**config.mk**
```make
export PLATFORM = sky130hd
export DESIGN_NAME = uni_shift_reg_seq
export DESIGN_NICKNAME = d
export VERILOG_FILES = /design/src/rtl/usr_pkg.sv /design/src/rtl/usr_step.sv /design/src/rtl/uni_shift_reg_seq.sv
export SDC_FILE = /design/constraint.sdc
export NUM_CORES = 1
export LEC_CHECK = 0
export BUFFER_PORTS_ARGS = -buffer_cell sky130_fd_sc_hd__buf_2
export CORE_MARGIN = 1.5
export CORE_UTILIZATION = 54
export CTS_CLUSTER_SIZE = 12
export DETAILED_ROUTE_END_ITERATION = 6
export PLACE_DENSITY = 0.8
export SYNTH_ARGS = -nofsm -noshare
export SYNTH_HDL_FRONTEND = slang
export SYNTH_HIERARCHICAL = 1
export SYNTH_SLANG_ARGS = --single-unit
export TNS_END_PERCENT = 5
```
**constraint.sdc**
```tcl
create_clock -name clk -period 2.05 [get_ports clk]
set_input_delay 0.205 -clock clk [delete_from_list [all_inputs] [get_ports clk]]
set_output_delay 0.205 -clock clk [all_outputs]
set_load 0.03 [all_outputs]
```
**src/rtl/usr_pkg.sv**
```systemverilog
// rtl/usr_pkg.sv - op-code and FSM state types for uni_shift_reg_seq
package usr_pkg;

    typedef enum logic [2:0] {
        OP_HOLD  = 3'b000,
        OP_SHR   = 3'b001,
        OP_SHL   = 3'b010,
        OP_LOAD  = 3'b011,
        OP_ASR   = 3'b100,
        OP_ROR   = 3'b101,
        OP_ROL   = 3'b110,
        OP_CLEAR = 3'b111
    } usr_op_t;

    typedef enum logic {
        IDLE  = 1'b0,
        SHIFT = 1'b1
    } usr_state_t;

    // Counted ops honour cmd_cnt; the rest always complete in one cycle.
    function automatic logic is_counted(input usr_op_t op);
        logic r;
        r = 1'b0;
        case (op)
            OP_SHR, OP_SHL, OP_ASR, OP_ROR, OP_ROL: r = 1'b1;
            default:                                r = 1'b0;
        endcase
        return r;
    endfunction

endpackage

```
**src/rtl/usr_step.sv**
```systemverilog
// rtl/usr_step.sv - single-step next-value function; rotates built only with USR_ROTATE_EN
module usr_step
    import usr_pkg::*;
#(
    parameter int WIDTH = 8
) (
    input  usr_op_t          op,
    input  logic [WIDTH-1:0] q,
    input  logic             ser_r,
    input  logic             ser_l,
    input  logic [WIDTH-1:0] cmd_pin,
    output logic [WIDTH-1:0] q_next
);

    always_comb begin
        q_next = q;
        case (op)
            OP_SHR:   q_next = {ser_r, q[WIDTH-1:1]};
            OP_SHL:   q_next = {q[WIDTH-2:0], ser_l};
            OP_LOAD:  q_next = cmd_pin;
            OP_ASR:   q_next = {q[WIDTH-1], q[WIDTH-1:1]};
`ifdef USR_ROTATE_EN
            OP_ROR:   q_next = {q[0], q[WIDTH-1:1]};
            OP_ROL:   q_next = {q[WIDTH-2:0], q[WIDTH-1]};
`endif
            OP_CLEAR: q_next = '0;
            default:  q_next = q;
        endcase
    end

endmodule

```
**src/rtl/uni_shift_reg_seq.sv**
```systemverilog
// rtl/uni_shift_reg_seq.sv - command-driven multi-step shift register (optional USR_ROTATE_EN)
module uni_shift_reg_seq
    import usr_pkg::*;
#(
    parameter int WIDTH = 8,
    parameter int CNT_W = $clog2(WIDTH) + 1
) (
    input  logic             clk,
    input  logic             rst_n,
    input  logic             cmd_valid,
    output logic             cmd_ready,
    input  logic [2:0]       cmd_op,
    input  logic [CNT_W-1:0] cmd_cnt,
    input  logic [WIDTH-1:0] cmd_pin,
    input  logic             ser_r,
    input  logic             ser_l,
    output logic [WIDTH-1:0] q,
    output logic             so_l,
    output logic             so_r,
    output logic             busy,
    output logic             done
);

    usr_state_t       state;
    usr_op_t          op_l;
    usr_op_t          cur_op;
    logic [CNT_W-1:0] rem;
    logic [WIDTH-1:0] q_next;

    // In IDLE the step uses the incoming op; in SHIFT the latched one.
    assign cur_op = (state == IDLE) ? usr_op_t'(cmd_op) : op_l;

    usr_step #(.WIDTH(WIDTH)) u_step (
        .op      (cur_op),
        .q       (q),
        .ser_r   (ser_r),
        .ser_l   (ser_l),
        .cmd_pin (cmd_pin),
        .q_next  (q_next)
    );

    always_ff @(posedge clk) begin
        if (!rst_n) begin
            q     <= '0;
            state <= IDLE;
            rem   <= '0;
            op_l  <= OP_HOLD;
            done  <= 1'b0;
        end else begin
            done <= 1'b0;
            case (state)
                IDLE: begin
                    if (cmd_valid) begin
                        if (!is_counted(cur_op)) begin
                            q    <= q_next;
                            done <= 1'b1;
                        end else if (cmd_cnt == '0) begin
                            done <= 1'b1;
                        end else begin
                            q <= q_next;
                            if (cmd_cnt == CNT_W'(1)) begin
                                done <= 1'b1;
                            end else begin
                                rem   <= cmd_cnt - CNT_W'(1);
                                op_l  <= cur_op;
                                state <= SHIFT;
                            end
                        end
                    end
                end
                SHIFT: begin
                    q   <= q_next;
                    rem <= rem - CNT_W'(1);
                    if (rem == CNT_W'(1)) begin
                        state <= IDLE;
                        done  <= 1'b1;
                    end
                end
                default: state <= IDLE;
            endcase
        end
    end

    assign cmd_ready = (state == IDLE);
    assign busy      = (state == SHIFT);
    assign so_l      = q[WIDTH-1];
    assign so_r      = q[0];

endmodule

```
==> metrics, run 1 <==
Max FO, Critical Path=20; largest family of logic cells by synthesized area=compound AO/OA/AOI/OAI gates; CP required=2.25 ns; initial cell density of the core=58.38%; slew of the pin with the lowest slew margin=0.4772 ns; Final nets=233; largest net degree at the start of global routing=27; vias in the first global route=1331; Final Util=65.63%; total negative slack=0 ns; switching share of power=42.42%; Pre-Repair DR Iteration Count=5; RR Startpoint=busy; WS Path Type=flip-flop to flip-flop; crit path DAT=2.10 ns; via-per-instance ratio=6.197; period utilization=92.64%; routability cong.=0.8348; Netlist Area Pre-Place=1473 um2; multiplexer area fraction after synthesis=14.70%; Placement Cell Area=1600 um2; Die ar.=3049 um2; global route total overflow=0; Comb power frac=47.5%; via count=1475; Syn Inst Count=180; pre-CTS setup slack=-0.008308 ns; xor and xnor fraction of the mapped netlist area=1.784%; # diodes=0; sequential area share after synthesis=23.11%; Netlist cell types=44; port bufs=32; DRT Wirelength=3.498 mm; DR iter-0 viols=84; clock buffer depth=2; headroom to the max-slew limit=68.19%; die width=55.22 um; Post-route DRC=0; RSZ-0062 raised after global routing=false; Num Clock Sinks=17; P_int=687.1 uW; # IOs=33; outcome=finished, final reports clean; worst hold slack=0.1544 ns; worst-case clock skew=0.002589 ns; setup ws final=0.1509 ns; compound-cell area share of the yosys netlist=26.00%; CTS H-Tree Depth=1; share of cells above drive strength 1=25.96%; Max VDD drop=439.4 uV; commonest non-fill, non-tap cells in the layout=37 x nand2_1, 32 x buf_2, 16 x mux2i_1, 16 x dfxtp_1, 10 x inv_1; worst skew pair latency=0.30 ns; Startpoint Class=flip-flop; Max Slew Vio Count=0; hold-critical path depth=3; post-DP HPWL=2.565 mm; simple-gate share of the synthesized area=20.56%; leading cell type in the layout, fill and taps excluded=nand2_1; Hold EP=op_l[2]; Power Dens Cells=720.9 nW/um2; Die Y=55.22 um; Final Power=1.193 mW; yosys warns=6; final setup fails=0; # hold bufs at CTS=0; initial antenna violation count=0; Lkg Pwr=0.7636 nW; remaining antenna violation count=0; area share of fa/ha/maj cells after synthesis=3.398%; core area=2522 um2; fin area=1655 um2; worst flop-to-flop path endpoint=q[7]; area grow syn2layout=12.40%; max_cap viols=0; fmax=526.6 MHz; worst reg2reg path depth=8; Final Hold Viols=0; Setup crit end kind=flip-flop; syn_nets=204; first-pass GRT wire length=5.947 mm; clock slew at reported path FFs=0.11 ns; TritonCTS clock tree=built; Tmin final=1.899 ns; root buffer cell=clkbuf_4; Clk pwr share=16.3%; Hold Path Origin=cmd_op[2]; CTS buffer count=3; cell count after placement=233; row cnt=18; Syn Area/Cell=8.181 um2; Sw Pwr=506.2 uW; all-layer global routing usage=23.63%; share of power burned in registers=36.2%; WL per Instance=14.70 um; FF+latch count, synth=17; Hold Path Class=input pin to flip-flop; Final Non-Filler Cells=238; slack of the worst reg-to-reg path=0.15 ns
==> power groups by stage <==
stage / Combinational [mW] / Clock, mW / Sequential, mW
after detailed placement: 0.544 / 0 / 0.439
final: 0.566 / 0.195 / 0.432
after global placement: 0.523 / 0 / 0.435
after global routing: 0.619 / 0.213 / 0.441
after CTS: 0.555 / 0.203 / 0.431
after floorplan: 0.401 / 0 / 0.478
==> sequential cells by signal, summed over array words and instances (netlist names) <==
register  flops
done          1
rem           4
busy          1
op_l          3
q             8
==> critical path: stages, from the launching register on <==
cell      delay (ns)
dfxtp_4         0.41
mux2i_4         0.32
inv_2           0.06
buf_4           0.21
or3_1           0.39
a21boi_1        0.18
a311oi_1        0.07
nand2_1         0.08
mux2i_1         0.06
==> cells in the mapped netlist (all sizes together) <==
cell type / n / area (um2)
nand4: 1 / 6.260
o21ai: 8 / 40.04
nand2: 37 / 138.9
or3: 2 / 12.51
o221a: 9 / 101.4
ha: 4 / 50.05
nor4: 1 / 6.260
nand2b: 7 / 43.79
nand3b: 2 / 15.01
o211a: 1 / 10.01
o31ai: 1 / 7.510
nor3: 3 / 20.02
o22ai: 1 / 6.260
clkbuf: 4 / 15.01
a2111oi: 1 / 15.01
a211oi: 2 / 15.01
nor2b: 1 / 6.260
a21o: 1 / 7.510
o221ai: 9 / 78.83
inv: 12 / 45.05
o311ai: 1 / 8.760
o31a: 1 / 8.760
a21boi: 1 / 7.510
or2: 2 / 12.51
nor2: 4 / 15.01
a21oi: 6 / 41.29
nand3: 4 / 20.02
mux2i: 18 / 205.2
xnor2: 3 / 26.28
buf: 10 / 93.84
and3: 1 / 6.260
mux2: 1 / 11.26
dfxtp: 17 / 340.3
o32ai: 1 / 8.760
a311oi: 2 / 17.52
o2111ai: 1 / 8.760
==> worst max path at each step <==
stage	from	to	slack (ns)	depth (start not counted)
4_1_cts	busy	q[2]	0.04	6
2_1_floorplan	busy	q[0]	0.07	7
3_3_place_gp	busy	q[7]	0.14	5
3_5_place_dp	busy	q[2]	-0.008	5
6_report	busy	q[7]	0.15	8
5_1_grt	busy	q[7]	0.02	8
==> layout make-up <==
type	count	area (um2)
multi-input cells	137	983.4
inverters	12	45.04
clock inverters	1	5.005
repair buffers	38	217.7
fillers	223	867.1
well taps	30	37.54
clock buffers	3	22.52
flip-flops and latches	17	344.1
==> layer usage <==
layer  wire length [um]  share of wire (%)  global-route usage [%]
met1               1521                 43                   32.65
met2               1671                 48                   37.41
met3                270                7.7                   3.044
met4                 34               0.97                   9.059
met5                  0                  0                       0
==> cells by family (layout without fill, tap and decap cells) <==
group	count (synthesis)	count (layout)
XOR/XNOR	3	3
buffers and inverters	26	54
adder cells (fa/ha/maj)	4	4
AO/OA/AOI/OAI	46	46
multiplexers	19	19
AND/OR/NAND/NOR	65	65
flip-flops	17	17
==> what timing repair did <==
action,4_1_cts,5_1_grt
resized for setup,0,2
pin swaps,1,0
buffers inserted,1,0
endpoints found under the setup margin,2,8
cloned,0,0
endpoints found under the hold margin,0,0
No activity file was read; power rests on OpenSTA's default activity.
==> run 2: changes to the inputs <==
- clock period: 2.05 -> 1.81 ns (I/O delays scaled with it)
==> run 2 against run 1 <==
Against the previous run:
- die area did not move
- clock skew up 0.0096 ns
- wire length rose by 21%
- largest cell class unchanged
- utilization grew 9.0 points
- largest power group unchanged
- power grew 26%
- sequential share of layout area is 2.5 points lower
- global-route usage is 0.36 points higher
- fmax rose by 5.8%
- clock-buffer cell count is the same
- non-clock buffer count increased by 13
- setup slack got worse by 0.14 ns
- design area grew 14%
==> metrics, run 2 (synthesis results as in run 1) <==
Max Slew Vio Count=0; routability cong.=0.8297; port bufs=32; Hold Path Class=input pin to flip-flop; Max VDD drop=615.2 uV; DR iter-0 viols=114; pre-CTS setup slack=-0.01091 ns; first-pass GRT wire length=6.003 mm; clock slew at reported path FFs=0.11 ns; post-DP HPWL=2.704 mm; # hold bufs at CTS=0; max_cap viols=0; switching share of power=41.71%; WP buf/inv=1; Die Y=55.22 um; slew of the pin with the lowest slew margin=0.5131 ns; initial antenna violation count=0; DRT Wirelength=4.223 mm; area grow syn2layout=27.78%; crit path cell chain=mux2_4 > or3_4 > buf_4 > a311oi_2 > a211oi_1; worst-case clock skew=0.01222 ns; headroom to the max-slew limit=65.79%; setup ws final=0.01523 ns; Clk pwr share=14.5%; fmax=557.2 MHz; cell family with most CP delay=simple AND/OR/NAND/NOR gates; via-per-instance ratio=6.319; initial cell density of the core=58.38%; Final Util=74.60%; crit path DAT=1.99 ns; clock buffer depth=2; Final Hold Viols=0; WL per Instance=16.82 um; CP required=2.01 ns; worst skew pair latency=0.31 ns; Post-route DRC=0; all-layer global routing usage=23.99%; Tmin final=1.795 ns; Comb power frac=52.8%; Sw Pwr=626.9 uW; worst hold slack=0.1464 ns; Startpoint Class=flip-flop; leading cell type in the layout, fill and taps excluded=nand2_1; Final nets=246; Num Clock Sinks=17; Power Dens Cells=798.7 nW/um2; row cnt=18; # diodes=0; Top Registers=q: 8 flops, rem: 4 flops, op_l: 3 flops; number of flip-flops in the largest register=8; period utilization=99.16%; RSZ-0062 raised after global routing=true; via count=1586; commonest non-fill, non-tap cells in the layout=36 x nand2_1, 33 x buf_2, 16 x mux2i_1, 16 x dfxtp_1; Setup crit end kind=flip-flop; Pre-Repair DR Iteration Count=4; total negative slack=0 ns; remaining antenna violation count=0; worst stage delay on the critical path=0.43 ns; share of cells above drive strength 1=32.58%; die width=55.22 um; share of power burned in registers=32.7%; final setup fails=0; Largest Register=q; Slowest cell on crit path=or3_4; Max FO, Critical Path=5; Lkg Pwr=0.8741 nW; outcome=finished, final reports clean; vias in the first global route=1349; CTS buffer count=3; WS Path Type=flip-flop to flip-flop; largest net degree at the start of global routing=27; core area=2522 um2; # IOs=33; CTS H-Tree Depth=1; P_int=876.1 uW; TritonCTS clock tree=built; root buffer cell=clkbuf_4; Die ar.=3049 um2; global route total overflow=0
[run 2: worst min-delay path: cells and delay by family]
kind | cells | cell delay, ns
compound gates | 1 | 0.06
buf+inv | 1 | 0.10
simple gates | 1 | 0.07
[run 2: timing repair]
action                                  in CTS  in global routing
pin swaps                                    0                  5
endpoints found under the setup margin       2                 11
gates resized for setup                      2                 12
buffers inserted                             0                  4
cloned                                       0                  4
[run 2: final timing paths]
check | from | endpoint | slack, ns | depth (start not counted)
worst max-delay path | busy | rem[0] | 0.02 | 5
worst min-delay path | cmd_op[2] | op_l[2] | 0.15 | 3
worst max register to register | busy | rem[0] | 0.02 | 5
worst min register to register | q[6] | q[6] | 0.51 | 2
[run 2: metrics by stage]
stage / area, um2 / instances / total power [mW]
6_report: 1882 / 251 / 1.503
5_1_grt: 1882 / 251 / 1.580
4_1_cts: 1708 / 243 / 1.377
3_5_place_dp: 1673 / 239 / 1.158
3_3_place_gp: 1673 / 239 / 1.120
2_1_floorplan: 1476 / 180 / 0.9951
[run 2: final cells by class]
cell class                 count  area, um2
sequential                    17      344.1
fill                         168      640.6
clock buffer                   3      22.52
tap                           30      37.54
inverter                      12      47.55
timing repair buffer          51      406.6
clock inverter                 1      5.005
multi-input combinational    137       1018
[run 2: power by group through the flow]
stage / Clock (mW) / Combinational [mW] / Sequential [mW]
final: 0.218 / 0.793 / 0.492
after global routing: 0.235 / 0.846 / 0.500
after CTS: 0.219 / 0.669 / 0.489
after detailed placement: 0 / 0.661 / 0.497
after global placement: 0 / 0.628 / 0.492
after floorplan: 0 / 0.454 / 0.541
[run 2: routing by layer]
layer | vias up | wire length, um | GRT usage, %
met5 | - | 0 | 0
met4 | 0 | 123 | 4.878
met3 | 16 | 359 | 6.089
met2 | 97 | 2002 | 40.82
met1 | 736 | 1738 | 30.62
li1 | 737 | - | -
==> run 3: changes to the inputs <==
- CORE_UTILIZATION: 54 -> 35
- PLACE_DENSITY: 0.8 -> not set
==> run 3 against run 2 <==
Against the previous run:
- global-route usage decreased by 8.0 points
- sequential share of layout area rose by 0.76 points
- design area decreased by 4.0%
- critical path depth is the same
- sequential cell count unchanged
- highest routed layer unchanged
==> metrics, run 3 (synthesis results as in run 1) <==
setup ws final=0.06067 ns; Power Dens Cells=816.7 nW/um2; routability cong.=0.8584; Lkg Pwr=0.8274 nW; remaining antenna violation count=0; worst-case clock skew=0.004111 ns; number of flip-flops in the largest register=8; period utilization=96.65%; via-per-instance ratio=5.323; die width=67.87 um; WS Path Type=flip-flop to flip-flop; CTS H-Tree Depth=1; Num Clock Sinks=17; commonest non-fill, non-tap cells in the layout=37 x nand2_1, 32 x buf_2, 16 x dfxtp_1; pre-CTS setup slack=0.002133 ns; DRT Wirelength=3.467 mm; port bufs=32; initial cell density of the core=36.55%; post-DP HPWL=2.606 mm; first-pass GRT wire length=5.595 mm; initial antenna violation count=0; global route total overflow=0; Final nets=244; largest net degree at the start of global routing=23; share of cells above drive strength 1=30.14%; RSZ-0062 raised after global routing=true; worst skew pair latency=0.26 ns; CTS buffer count=3; Pre-Repair DR Iteration Count=5; slack of the worst reg-to-reg path=0.06 ns; # IOs=33; RR Startpoint=busy; Max FO, Critical Path=8; row cnt=23; via count=1432; fmax=571.6 MHz; core area=4029 um2; Max VDD drop=256.7 uV; # hold bufs at CTS=0; Die ar.=4606 um2; # diodes=0; Hold Path Class=input pin to flip-flop; Critical Path Start=busy; clock buffer depth=2; crit path DAT=1.93 ns; TritonCTS clock tree=built; DR iter-0 viols=92; leading cell type in the layout, fill and taps excluded=nand2_1; area grow syn2layout=22.68%; CP required=1.99 ns; headroom to the max-slew limit=72.58%; root buffer cell=clkbuf_8; Max Slew Vio Count=0; all-layer global routing usage=15.94%; vias in the first global route=1231; Setup crit end kind=flip-flop; Top Registers=q: 8 flops, rem: 4 flops, op_l: 3 flops; Die Y=67.87 um; fin area=1807 um2; Startpoint Class=flip-flop; max_cap viols=0; final setup fails=0; Placement Cell Area=1735 um2; Tmin final=1.749 ns; Largest Register=q; outcome=finished, final reports clean; crit path capture=q[4]; worst reg2reg path depth=5; Post-route DRC=0; slew of the pin with the lowest slew margin=0.4105 ns; clock slew at reported path FFs=0.07 ns; worst flop-to-flop path endpoint=q[4]; WL per Instance=12.89 um; Final Hold Viols=0
-- run 3: cell types whose count changed in the layout (fill, tap and decap cells not counted), sizes merged --
| cell | delta |
|---|---|
| clkbuf | -2 |
| clkinv | -1 |
| buf | +1 |
-- run 3: layout make-up --
| cell class | count | area, um2 |
|---|---|---|
| Clock buffer | 4 | 45.04 |
| Fill cell | 438 | 2222 |
| Inverter | 12 | 45.04 |
| Multi-Input combinational cell | 137 | 989.7 |
| Sequential cell | 17 | 344.1 |
| Tap cell | 50 | 62.56 |
| Timing Repair Buffer | 49 | 320.3 |
-- run 3: per-layer routing --
metal | routed length (um) | up-vias | GRT usage (%) | share of wire [%]
li1 | - | 738 | - | -
met1 | 1787 | 669 | 23.28 | 52
met2 | 1548 | 21 | 23.77 | 45
met3 | 87 | 4 | 2.138 | 2.5
met4 | 44 | 0 | 5.750 | 1.3
met5 | 0 | - | 0 | 0
-- run 3: metrics by stage --
step           hold WS [ns]  util (%)  power [mW]  cells   TNS, ns
6_report             0.1830     44.84       1.476    269         0
5_1_grt              0.1887     44.84       1.578    269  -0.02440
4_1_cts              0.1800     44.32       1.468    268         0
3_5_place_dp         0.4582     43.07       1.164    264         0
3_3_place_gp         0.4586     43.07       1.160    264         0
2_1_floorplan        0.3287         -      0.9951    180    -1.146
-- run 3: what timing repair did --
action                     in CTS  in global routing
pin swaps                       0                  1
buffers inserted                0                  1
resized for setup               1                  4
setup endpoints to repair       4                  6
-- run 3: critical path: stages, from the launching register on --
cell and delay (ns):
dfxtp_4 0.40, mux2_2 0.37, or3_4 0.38, a21oi_4 0.18
buf_12 0.15, mux2i_2 0.20
-- run 3: report_power, final --
group          switching (mW)  internal (mW)  total, mW
clock network           0.145          0.157      0.302
logic                   0.373          0.313      0.686
registers              0.0607          0.427      0.488
total                   0.579          0.897       1.48
-- run 3: how the worst min path moves through the flow --
stage | cells after the start | to | from | slack [ns]
2_1_floorplan | 2 | op_l[0] | cmd_op[0] | 0.33
5_1_grt | 3 | op_l[2] | cmd_op[2] | 0.19
4_1_cts | 3 | op_l[2] | cmd_op[2] | 0.18
6_report | 3 | op_l[2] | cmd_op[2] | 0.18
3_5_place_dp | 3 | op_l[2] | cmd_op[2] | 0.46
3_3_place_gp | 3 | op_l[2] | cmd_op[2] | 0.46
